**src/rtl/dlx_pkg.sv**
```systemverilog
// Shared Extended DLX datapath definitions: field width and the two-way route
// encoding used by the stream demultiplexer.
// Contents: DLX_FIELD_W (payload field width), route_t (ROUTE_A / ROUTE_B).
package dlx_pkg;

  localparam int DLX_FIELD_W = 3;

  typedef enum logic {
    ROUTE_A = 1'b0,
    ROUTE_B = 1'b1
  } route_t;

endpackage

```
**src/rtl/sync_fifo_small.sv**
```systemverilog
// Small synchronous FIFO. Push data is visible at dout one cycle later when empty.
// Full/empty come from the registered occupancy count; push while full and pop
//   while empty are ignored, so neither overflow nor underflow can corrupt state.
// Ports: clk, reset (async, active-high), push/din (write), pop (read advance),
//   dout (head of queue), valid (non-empty), full (count==DEPTH), count (0..DEPTH).
module sync_fifo_small #(
  parameter  int WIDTH = 3,
  parameter  int DEPTH = 2,
  localparam int CW    = $clog2(DEPTH) + 1,
  localparam int AW    = $clog2(DEPTH)
) (
  input  logic             clk,
  input  logic             reset,
  input  logic             push,
  input  logic [WIDTH-1:0] din,
  input  logic             pop,
  output logic [WIDTH-1:0] dout,
  output logic             valid,
  output logic             full,
  output logic [CW-1:0]    count
);

  logic [WIDTH-1:0] mem_q [DEPTH];
  logic [WIDTH-1:0] mem_d [DEPTH];
  logic [AW-1:0]    wr_ptr_q, wr_ptr_d;
  logic [AW-1:0]    rd_ptr_q, rd_ptr_d;
  logic [CW-1:0]    count_q,  count_d;
  logic             do_push;
  logic             do_pop;

  // Flags come straight from the registered count; pointer equality alone
  // cannot tell full from empty.
  assign full  = (count_q == CW'(DEPTH));
  assign valid = (count_q != '0);
  assign count = count_q;
  assign dout  = mem_q[rd_ptr_q];

  always_comb begin
    do_push  = push && !full;
    do_pop   = pop && valid;
    mem_d    = mem_q;
    wr_ptr_d = wr_ptr_q;
    rd_ptr_d = rd_ptr_q;
    count_d  = count_q;

    if (do_push) begin
      mem_d[wr_ptr_q] = din;
      // DEPTH is a power of two, so natural pointer overflow is the modulo wrap.
      wr_ptr_d        = wr_ptr_q + 1'b1;
    end

    if (do_pop) begin
      rd_ptr_d = rd_ptr_q + 1'b1;
    end

    // Simultaneous push and pop leaves occupancy unchanged.
    if (do_push && !do_pop) begin
      count_d = count_q + CW'(1);
    end else if (!do_push && do_pop) begin
      count_d = count_q - CW'(1);
    end
  end

  always_ff @(posedge clk or posedge reset) begin
    if (reset) begin
      for (int i = 0; i < DEPTH; i++) begin
        mem_q[i] <= '0;
      end
      wr_ptr_q <= '0;
      rd_ptr_q <= '0;
      count_q  <= '0;
    end else begin
      mem_q    <= mem_d;
      wr_ptr_q <= wr_ptr_d;
      rd_ptr_q <= rd_ptr_d;
      count_q  <= count_d;
    end
  end

endmodule

```
**src/rtl/demux_3_stream.sv**
```systemverilog
// 1-to-2 stream demultiplexer: each accepted word is steered by in_sel into the
//   A-side or B-side FIFO; accepted data reaches an empty side's output next cycle.
// in_ready reflects only the selected side's registered full flag, so a stalled
//   consumer blocks only traffic destined for its own side.
// Ports: clk, reset (async, active-high); in_data/in_sel/in_valid/in_ready
//   (producer); a_*/b_* data/valid/ready/count (the two consumers).
module demux_3_stream
  import dlx_pkg::*;
#(
  parameter  int WIDTH = DLX_FIELD_W,
  parameter  int DEPTH = 2,
  localparam int CW    = $clog2(DEPTH) + 1
) (
  input  logic             clk,
  input  logic             reset,
  input  logic [WIDTH-1:0] in_data,
  input  logic             in_sel,
  input  logic             in_valid,
  output logic             in_ready,
  output logic [WIDTH-1:0] a_data,
  output logic             a_valid,
  input  logic             a_ready,
  output logic [WIDTH-1:0] b_data,
  output logic             b_valid,
  input  logic             b_ready,
  output logic [CW-1:0]    a_count,
  output logic [CW-1:0]    b_count
);

  route_t sel_route;
  logic   a_full;
  logic   b_full;
  logic   accept;
  logic   push_a;
  logic   push_b;

  // Readiness uses only the registered full flags: a pop in the same cycle does
  // not open a slot for a push, which keeps consumer ready off the in_ready path.
  always_comb begin
    sel_route = route_t'(in_sel);
    in_ready  = (sel_route == ROUTE_A) ? !a_full : !b_full;
    accept    = in_valid && in_ready;
    push_a    = accept && (sel_route == ROUTE_A);
    push_b    = accept && (sel_route == ROUTE_B);
  end

  sync_fifo_small #(
    .WIDTH (WIDTH),
    .DEPTH (DEPTH)
  ) u_fifo_a (
    .clk   (clk),
    .reset (reset),
    .push  (push_a),
    .din   (in_data),
    .pop   (a_ready),
    .dout  (a_data),
    .valid (a_valid),
    .full  (a_full),
    .count (a_count)
  );

  sync_fifo_small #(
    .WIDTH (WIDTH),
    .DEPTH (DEPTH)
  ) u_fifo_b (
    .clk   (clk),
    .reset (reset),
    .push  (push_b),
    .din   (in_data),
    .pop   (b_ready),
    .dout  (b_data),
    .valid (b_valid),
    .full  (b_full),
    .count (b_count)
  );

endmodule

```
**config.mk**
```make
export PLATFORM = sky130hd
export DESIGN_NAME = demux_3_stream
export DESIGN_NICKNAME = d
export VERILOG_FILES = /design/src/rtl/dlx_pkg.sv /design/src/rtl/sync_fifo_small.sv /design/src/rtl/demux_3_stream.sv
export SDC_FILE = /design/constraint.sdc
export NUM_CORES = 1
export LEC_CHECK = 0
export CAP_MARGIN = 25
export CORE_AREA = 4 4 54 56
export DETAILED_ROUTE_END_ITERATION = 6
export DIE_AREA = 0 0 58 60
export GPL_TIMING_DRIVEN = 0
export PLACE_DENSITY = 0.72
export RECOVER_POWER = 100
export REMOVE_ABC_BUFFERS = 1
export SLEW_MARGIN = 20
export SYNTH_ARGS = -nofsm -noshare
export SYNTH_HDL_FRONTEND = slang
export SYNTH_SLANG_ARGS = --single-unit
```
**constraint.sdc**
```tcl
create_clock -name clk -period 1.8 [get_ports clk]
set_input_delay 0.36 -clock clk [delete_from_list [all_inputs] [get_ports clk]]
set_output_delay 0.36 -clock clk [all_outputs]
set_load 0.005 [all_outputs]
```
==> impl_results.md, run 1 <==
- Final WL: between 1500 and 2000 um
- FMAX: 571 MHz
- TritonCTS clock tree: done
- Area grow syn2layout: 35.4%
- Post-synth cell types: 18
- Power share of the clock group: 11.7%
- Reg power frac: 37.3%
- Top Layer Used: met4
- Dpl cell area: 1190 um^2
- Mapped Area: 941 um^2
- Status: finished, final reports clean
- Reg2Reg Setup Slack: 110 ps
- Register area share after synthesis: 53.2%
- Vias in the first global route: 740
- Critical path peak fanout: 2
- Sw power: 0.698 mW
- Fillers: 236
- H-tree depth: 1
- Met3 routed WL: 112 um
- Initial drt markers: 9
- # nets final: 117
- Root Buffer: clkbuf_4
- CP Data Arrival Time: approximately 1400 ps
- Drc violations: 0
- Leak pwr: around 0.57 nW
- Hold_ws: around 500 ps
- Clock sink count: 20
- Comb pwr share: 51.0%
- Share of cells above drive strength 1: between 30% and 40%
- Clk_lat worst skew: about 300 ps
- Largest net degree at the start of global routing: 21
- Tot GR Track Use: between 10% and 20%
- Skew final: 3.85 ps
- Final Util: roughly 52%
- Reg area: 504 um^2
- Worst Tran Pin Value: 740 ps
- Gr ovfl total: 0
- Post-Syn Instances: 69
- Worst setup SP type: flop
- Initial Util: 38.7%
- Pre-antenna DRT Iters: 4
- Syn avg cell area: between 10 and 15 um^2
- DR vias: 639
- Hold crit path type: reg2reg
- CP Class: reg2out
- DIE AREA: ~3500 um^2
- Crit path time final: 1750 ps
- Fin. Hold Viols: 0
- Met2 WL post-DR: 993 um
- Sw Share: between 30% and 40%
- Clk buf depth: 2
- Clk slew on worst S/H paths: 110 ps
- Setup WS pre-CTS: -251 ps
- Multi-input logic area: 434 um^2
- Placement row count: 18
- First-pass GRT wire length: around 3300 um
- Final Power: about 2.2 mW
- Yosys warns: 0
- Crit end category: output port
- Post-synthesis register bit count: 20
- Final worst setup slack: ~50 ps
- Crit share post-route: 97.2%
- Critical Path RT: 1440 ps
- # setup viols final: 0
- Top Ports: 22
- Fin area: 1270 um^2
- Antenna viol nets, final: 0
- Initial antenna violation count: 0
- PD cells: around 1700 nW/um^2
- M1 WL: 780 um
- Placed wire-length estimate: 1330 um
- GPL Wtd Cong: around 0.68
- Max Slew Vio Count: 0
- Internal Power: 1.52 mW
- Num CTS Buffers: 3
- Vias per cell: 4.73
- Diodes inserted: 0
- Core ar.: roughly 2400 um^2
- Die Span X: 58 um
- Drt wl/cell: 14.1 um
- Number of I/O port buffers: 21
- Rel. slew slack: 50.6%
- Peak supply drop: 1.06 mV
- Max_cap viols: 0
- Die height: roughly 60 um
[what timing repair did]
| item | in CTS | in global routing |
|---|---|---|
| buffers inserted | 9 | 2 |
| endpoints found under the hold margin | 0 | 0 |
| hold buffers | 0 | 0 |
| endpoints found under the setup margin | 9 | 3 |
| resized for setup | 17 | 5 |
[Yosys cell counts]
cell      number  area share, %
xor2_1         6            5.6
or3b_4         1            1.2
nor4b_2        1            1.6
xnor2_1        4            3.7
a21oi_1        1           0.53
nand4b_1       1           0.93
dfrtp_1       20             53
nand2_1        3            1.2
ha_1           2            2.7
nor3_1         1           0.53
nor3b_1        1           0.80
nand2b_1       1           0.67
mux2_4         3            4.8
nor2_1         4            1.6
nor2b_1        2            1.3
or2_2          2            1.3
mux2_2        15             18
inv_1          1           0.40
[routing by layer]
metal  global-route usage (%)  vias to the layer above
li1                         -                      309
met2                     22.9                       15
met4                     2.98                        0
met3                     4.75                        2
met1                     13.7                      313
met5                        0                        -
[placed cells by master, fill, tap and decap left out]
master and count:
a21oi_1 1, buf_4 6, clkbuf_1 4, clkbuf_2 2, clkbuf_4 4, clkbuf_8 1
clkdlybuf4s15_1 1, clkdlybuf4s50_1 9, dfrtp_1 17, dfrtp_2 3, dlygate4sd2_1 8, dlygate4sd3_1 1
ha_1 2, inv_1 1, mux2_1 2, mux2_2 15, mux2_4 1, nand2_1 3
nand2b_1 1, nand4b_1 1, nor2_1 4, nor2b_1 1, nor2b_4 1, nor3_1 1
nor3b_1 1, nor4b_2 1, or2_2 2, or3b_1 1, xnor2_1 4, xor2_1 6
[worst max-delay path, cell delays in order, from the launching register on]
cell	delay [ps]
dfrtp_2	420
buf_4	130
mux2_2	270
dlygate4sd2_1	280
[through the flow]
stage / TNS [ps] / instances
floorplan: 0 / 69
global placement: -1500 / 120
detailed placement: -1830 / 120
CTS: 0 / 133
global route: -7.09 / 135
finish: 0 / 135
[cells by family (layout without fill, tap and decap cells)]
| kind of cell | Yosys count | after routing | synth area share (%) |
|---|---|---|---|
| simple gates | 17 | 17 | 11.2 |
| mux | 18 | 18 | 22.7 |
| flops | 20 | 20 | 53.2 |
| buf+inv | 1 | 37 | 0.399 |
| xor+xnor | 10 | 10 | 9.31 |
| fa+ha+maj | 2 | 2 | 2.66 |
| compound gates | 1 | 1 | 0.531 |
[power by group through the flow]
stage / sequential, mW / clock [mW] / combinational [mW]
6_report: 0.827 / 0.258 / 1.13
5_1_grt: 0.860 / 0.285 / 1.26
4_1_cts: 0.835 / 0.267 / 1.17
3_5_place_dp: 0.891 / 0 / 1.04
3_3_place_gp: 0.870 / 0 / 1.02
2_1_floorplan: 0.841 / 0 / 0.587
[state kept, by name, indices dropped and copies added (netlist names)]
register,count
u_fifo_a.mem_q,6
u_fifo_b.mem_q,6
u_fifo_a.count,2
u_fifo_b.count,2
u_fifo_a.rd_ptr_q,1
u_fifo_a.wr_ptr_q,1
u_fifo_b.rd_ptr_q,1
u_fifo_b.wr_ptr_q,1
[cell type report]
| type | count | area share (%) |
|---|---|---|
| well taps | 30 | 2.95 |
| clock buffers | 4 | 2.85 |
| flip-flops and latches | 20 | 39.6 |
| multi-input cells | 48 | 34.1 |
| inverters | 1 | 0.295 |
| repair buffers | 32 | 20.2 |
[path summary, 6_finish.rpt]
check / start / end / depth (start not counted)
max: u_fifo_a.rd_ptr_q / a_data[0] / 3
max in group asynchronous: reset / u_fifo_b.count[0] / 2
min: u_fifo_b.wr_ptr_q / u_fifo_b.wr_ptr_q / 1
min in group asynchronous: reset / u_fifo_a.wr_ptr_q / 2
min reg2reg: u_fifo_b.wr_ptr_q / u_fifo_b.wr_ptr_q / 1
max reg2reg: u_fifo_a.count[1] / u_fifo_a.count[1] / 7
Power figures use the tool's default switching activity.
==> run 2, diff against run 1 <==
--- a/config.mk
+++ b/config.mk
@@ -9,6 +9,7 @@
 export CORE_AREA = 4 4 54 56
 export DETAILED_ROUTE_END_ITERATION = 6
 export DIE_AREA = 0 0 58 60
+export GPL_ROUTABILITY_DRIVEN = 0
 export GPL_TIMING_DRIVEN = 0
 export PLACE_DENSITY = 0.72
 export RECOVER_POWER = 100
==> results of run 2 <==
The final DEF is identical to that of run 1; final timing and power are the same.
==> run 3, diff against run 2 <==
--- a/config.mk
+++ b/config.mk
@@ -6,10 +6,9 @@
 export NUM_CORES = 1
 export LEC_CHECK = 0
 export CAP_MARGIN = 25
-export CORE_AREA = 4 4 54 56
+export CORE_AREA = 4 4 49 62
 export DETAILED_ROUTE_END_ITERATION = 6
-export DIE_AREA = 0 0 58 60
-export GPL_ROUTABILITY_DRIVEN = 0
+export DIE_AREA = 0 0 53 66
 export GPL_TIMING_DRIVEN = 0
 export PLACE_DENSITY = 0.72
 export RECOVER_POWER = 100
==> run 3 against run 2 <==
Critical endpoint unchanged; critical path depth did not move; sequential share of layout area fell by 0.65 points; first-iteration DRC count fell by 89%.
==> impl_results.md, run 3 (synthesis results as in run 1) <==
- Status: finished, final reports clean (unchanged)
- Clock sink count: 20 (unchanged)
- Drt wl/cell: 13.8 um (was 14.1 um)
- First-pass GRT wire length: 3340 um (was 3270 um)
- Tot GR Track Use: 13.2% (was 12.6%)
- CP Data Arrival Time: 1360 ps (was 1390 ps)
- Largest regs: u_fifo_a.mem_q: 6 flops, u_fifo_b.mem_q: 6 flops (unchanged)
- Leak pwr: 0.581 nW (was 0.570 nW)
- Reg area: 504 um^2 (unchanged)
- TritonCTS clock tree: done (unchanged)
- Commonest non-fill, non-tap cell in the layout: dfrtp_1 (unchanged)
- Rel. slew slack: 48.3% (was 50.6%)
- Worst setup SP type: flop (unchanged)
- Worst Tran Pin Value: 774 ps (was 740 ps)
- Non-Filler Instances: 139 (was 135)
- Fillers: 220 (was 236)
- # nets final: 119 (was 117)
- Fin. Hold Viols: 0 (unchanged)
- Top Ports: 22 (unchanged)
- Placement row count: 20 (was 18)
- RR Startpoint: u_fifo_a.count[0] (was u_fifo_a.count[1])
- Skew final: 5.89 ps (was 3.85 ps)
- Initial Util: 38.8% (was 38.7%)
- Critical path peak fanout: 3 (was 2)
- Diodes inserted: 0 (unchanged)
- Vias in the first global route: 702 (was 740)
- Crit. Startpoint: u_fifo_a.rd_ptr_q (unchanged)
- Number of I/O port buffers: 21 (unchanged)
- Placed wire-length estimate: 1290 um (was 1330 um)
- Initial antenna violation count: 0 (unchanged)
- Pre-antenna DRT Iters: 4 (unchanged)
- Commonest non-fill, non-tap cells in the layout: dfrtp_1, mux2_2, clkdlybuf4s50_1, dlygate4sd2_1, buf_4 (was dfrtp_1, mux2_2, clkdlybuf4s50_1, dlygate4sd2_1)
- H-tree depth: 1 (unchanged)
- Num CTS Buffers: 3 (unchanged)
- DR vias: 647 (was 639)
- Crit path time final: 1720 ps (was 1750 ps)
- Share of cells above drive strength 1: 36.8% (was 34.3%)
- Gr ovfl total: 0 (unchanged)
- FMAX: 580 MHz (was 571 MHz)
- Final WL: 1920 um (was 1900 um)
- Die Span X: 53 um (was 58 um)
- Area grow syn2layout: 37.6% (was 35.4%)
- Root Buffer: clkbuf_4 (unchanged)
- Reg2Reg Depth: 7 (unchanged)
- # setup viols final: 0 (unchanged)
- Peak supply drop: 0.800 mV (was 1.06 mV)
- Drc violations: 0 (unchanged)
- Critical Path RT: 1440 ps (about the same)
- Min-delay src: u_fifo_b.wr_ptr_q (unchanged)
- Multi-input logic area: 434 um^2 (unchanged)
- PD cells: 1710 nW/um^2 (was 1740 nW/um^2)
- Initial drt markers: 1 (was 9)
- Max_cap viols: 0 (unchanged)
- Fin area: 1290 um^2 (was 1270 um^2)
- WHS Path Cells: 1 (unchanged)
- Hold crit path type: reg2reg (unchanged)
- DIE AREA: 3500 um^2 (was 3480 um^2)
- Dpl cell area: 1190 um^2 (about the same)
- GPL Wtd Cong: 0.694
- Max Slew Vio Count: 0 (unchanged)
- Final Power: 2.21 mW (about the same)
- Core ar.: 2430 um^2 (about the same)
- Crit share post-route: 95.8% (was 97.2%)
- Clk slew on worst S/H paths: 110 ps (about the same)
- Crit end category: output port (unchanged)
- Antenna viol nets, final: 0 (unchanged)
- Hold-fix buffers at CTS: 0 (unchanged)
- Placed cells: 123 (was 120)
- Clk buf depth: 2 (unchanged)
- CP Class: reg2out (unchanged)
- Vias per cell: 4.65 (was 4.73)
- Die height: 66 um (was 60 um)
- Clk_lat worst skew: 300 ps (about the same)
- Largest net degree at the start of global routing: 21 (unchanged)
run 3: what timing repair did:
action,CTS,global route
gates resized for setup,14,4
setup buffers,10,3
endpoints found under the setup margin,9,7
run 3: critical path, stage by stage (launching register included):
cell	delay (ps)
dfrtp_1	360
buf_4	120
mux2_2	320
dlygate4sd2_1	260
run 3: power breakdown:
part / internal [mW] / switching (mW)
Combinational: 0.749 / 0.428
Clock: 0.0779 / 0.132
Sequential: 0.691 / 0.133
run 3: worst paths after layout:
path | to | slack (ps)
max | a_data[0] | 80
min | u_fifo_b.wr_ptr_q | 500
max reg2reg | u_fifo_a.count[1] | 150
min reg2reg | u_fifo_b.wr_ptr_q | 500
max in group asynchronous | u_fifo_b.rd_ptr_q | 640
min in group asynchronous | u_fifo_b.mem_q[1] | 630
run 3: cell type report:
class,instances,share of cell area [%]
multi-input combinational,48,33.5
timing repair buffer,34,22.3
clock buffer,3,1.74
sequential,20,38.9
tap,33,3.19
inverter,1,0.290
run 3: stage by stage:
stage	worst slack, ps	utilization (%)	hold slack, ps	setup TNS [ps]
floorplan	306	-	324	0
global placement	-194	49.1	474	-1350
detailed placement	-208	49.1	479	-1700
CTS	9.40	52.9	503	0
global route	-0.666	53.4	533	-0.666
finish	75.5	53.4	503	0
run 3: per-layer routing:
layer	wire, um	vias to the layer above	share of wire [%]	track usage [%]
li1	-	315	-	-
met1	799	315	42	16.7
met2	1030	13	53	22.7
met3	60	4	3.1	1.35
met4	35	0	1.8	4.79
met5	0	-	0	0
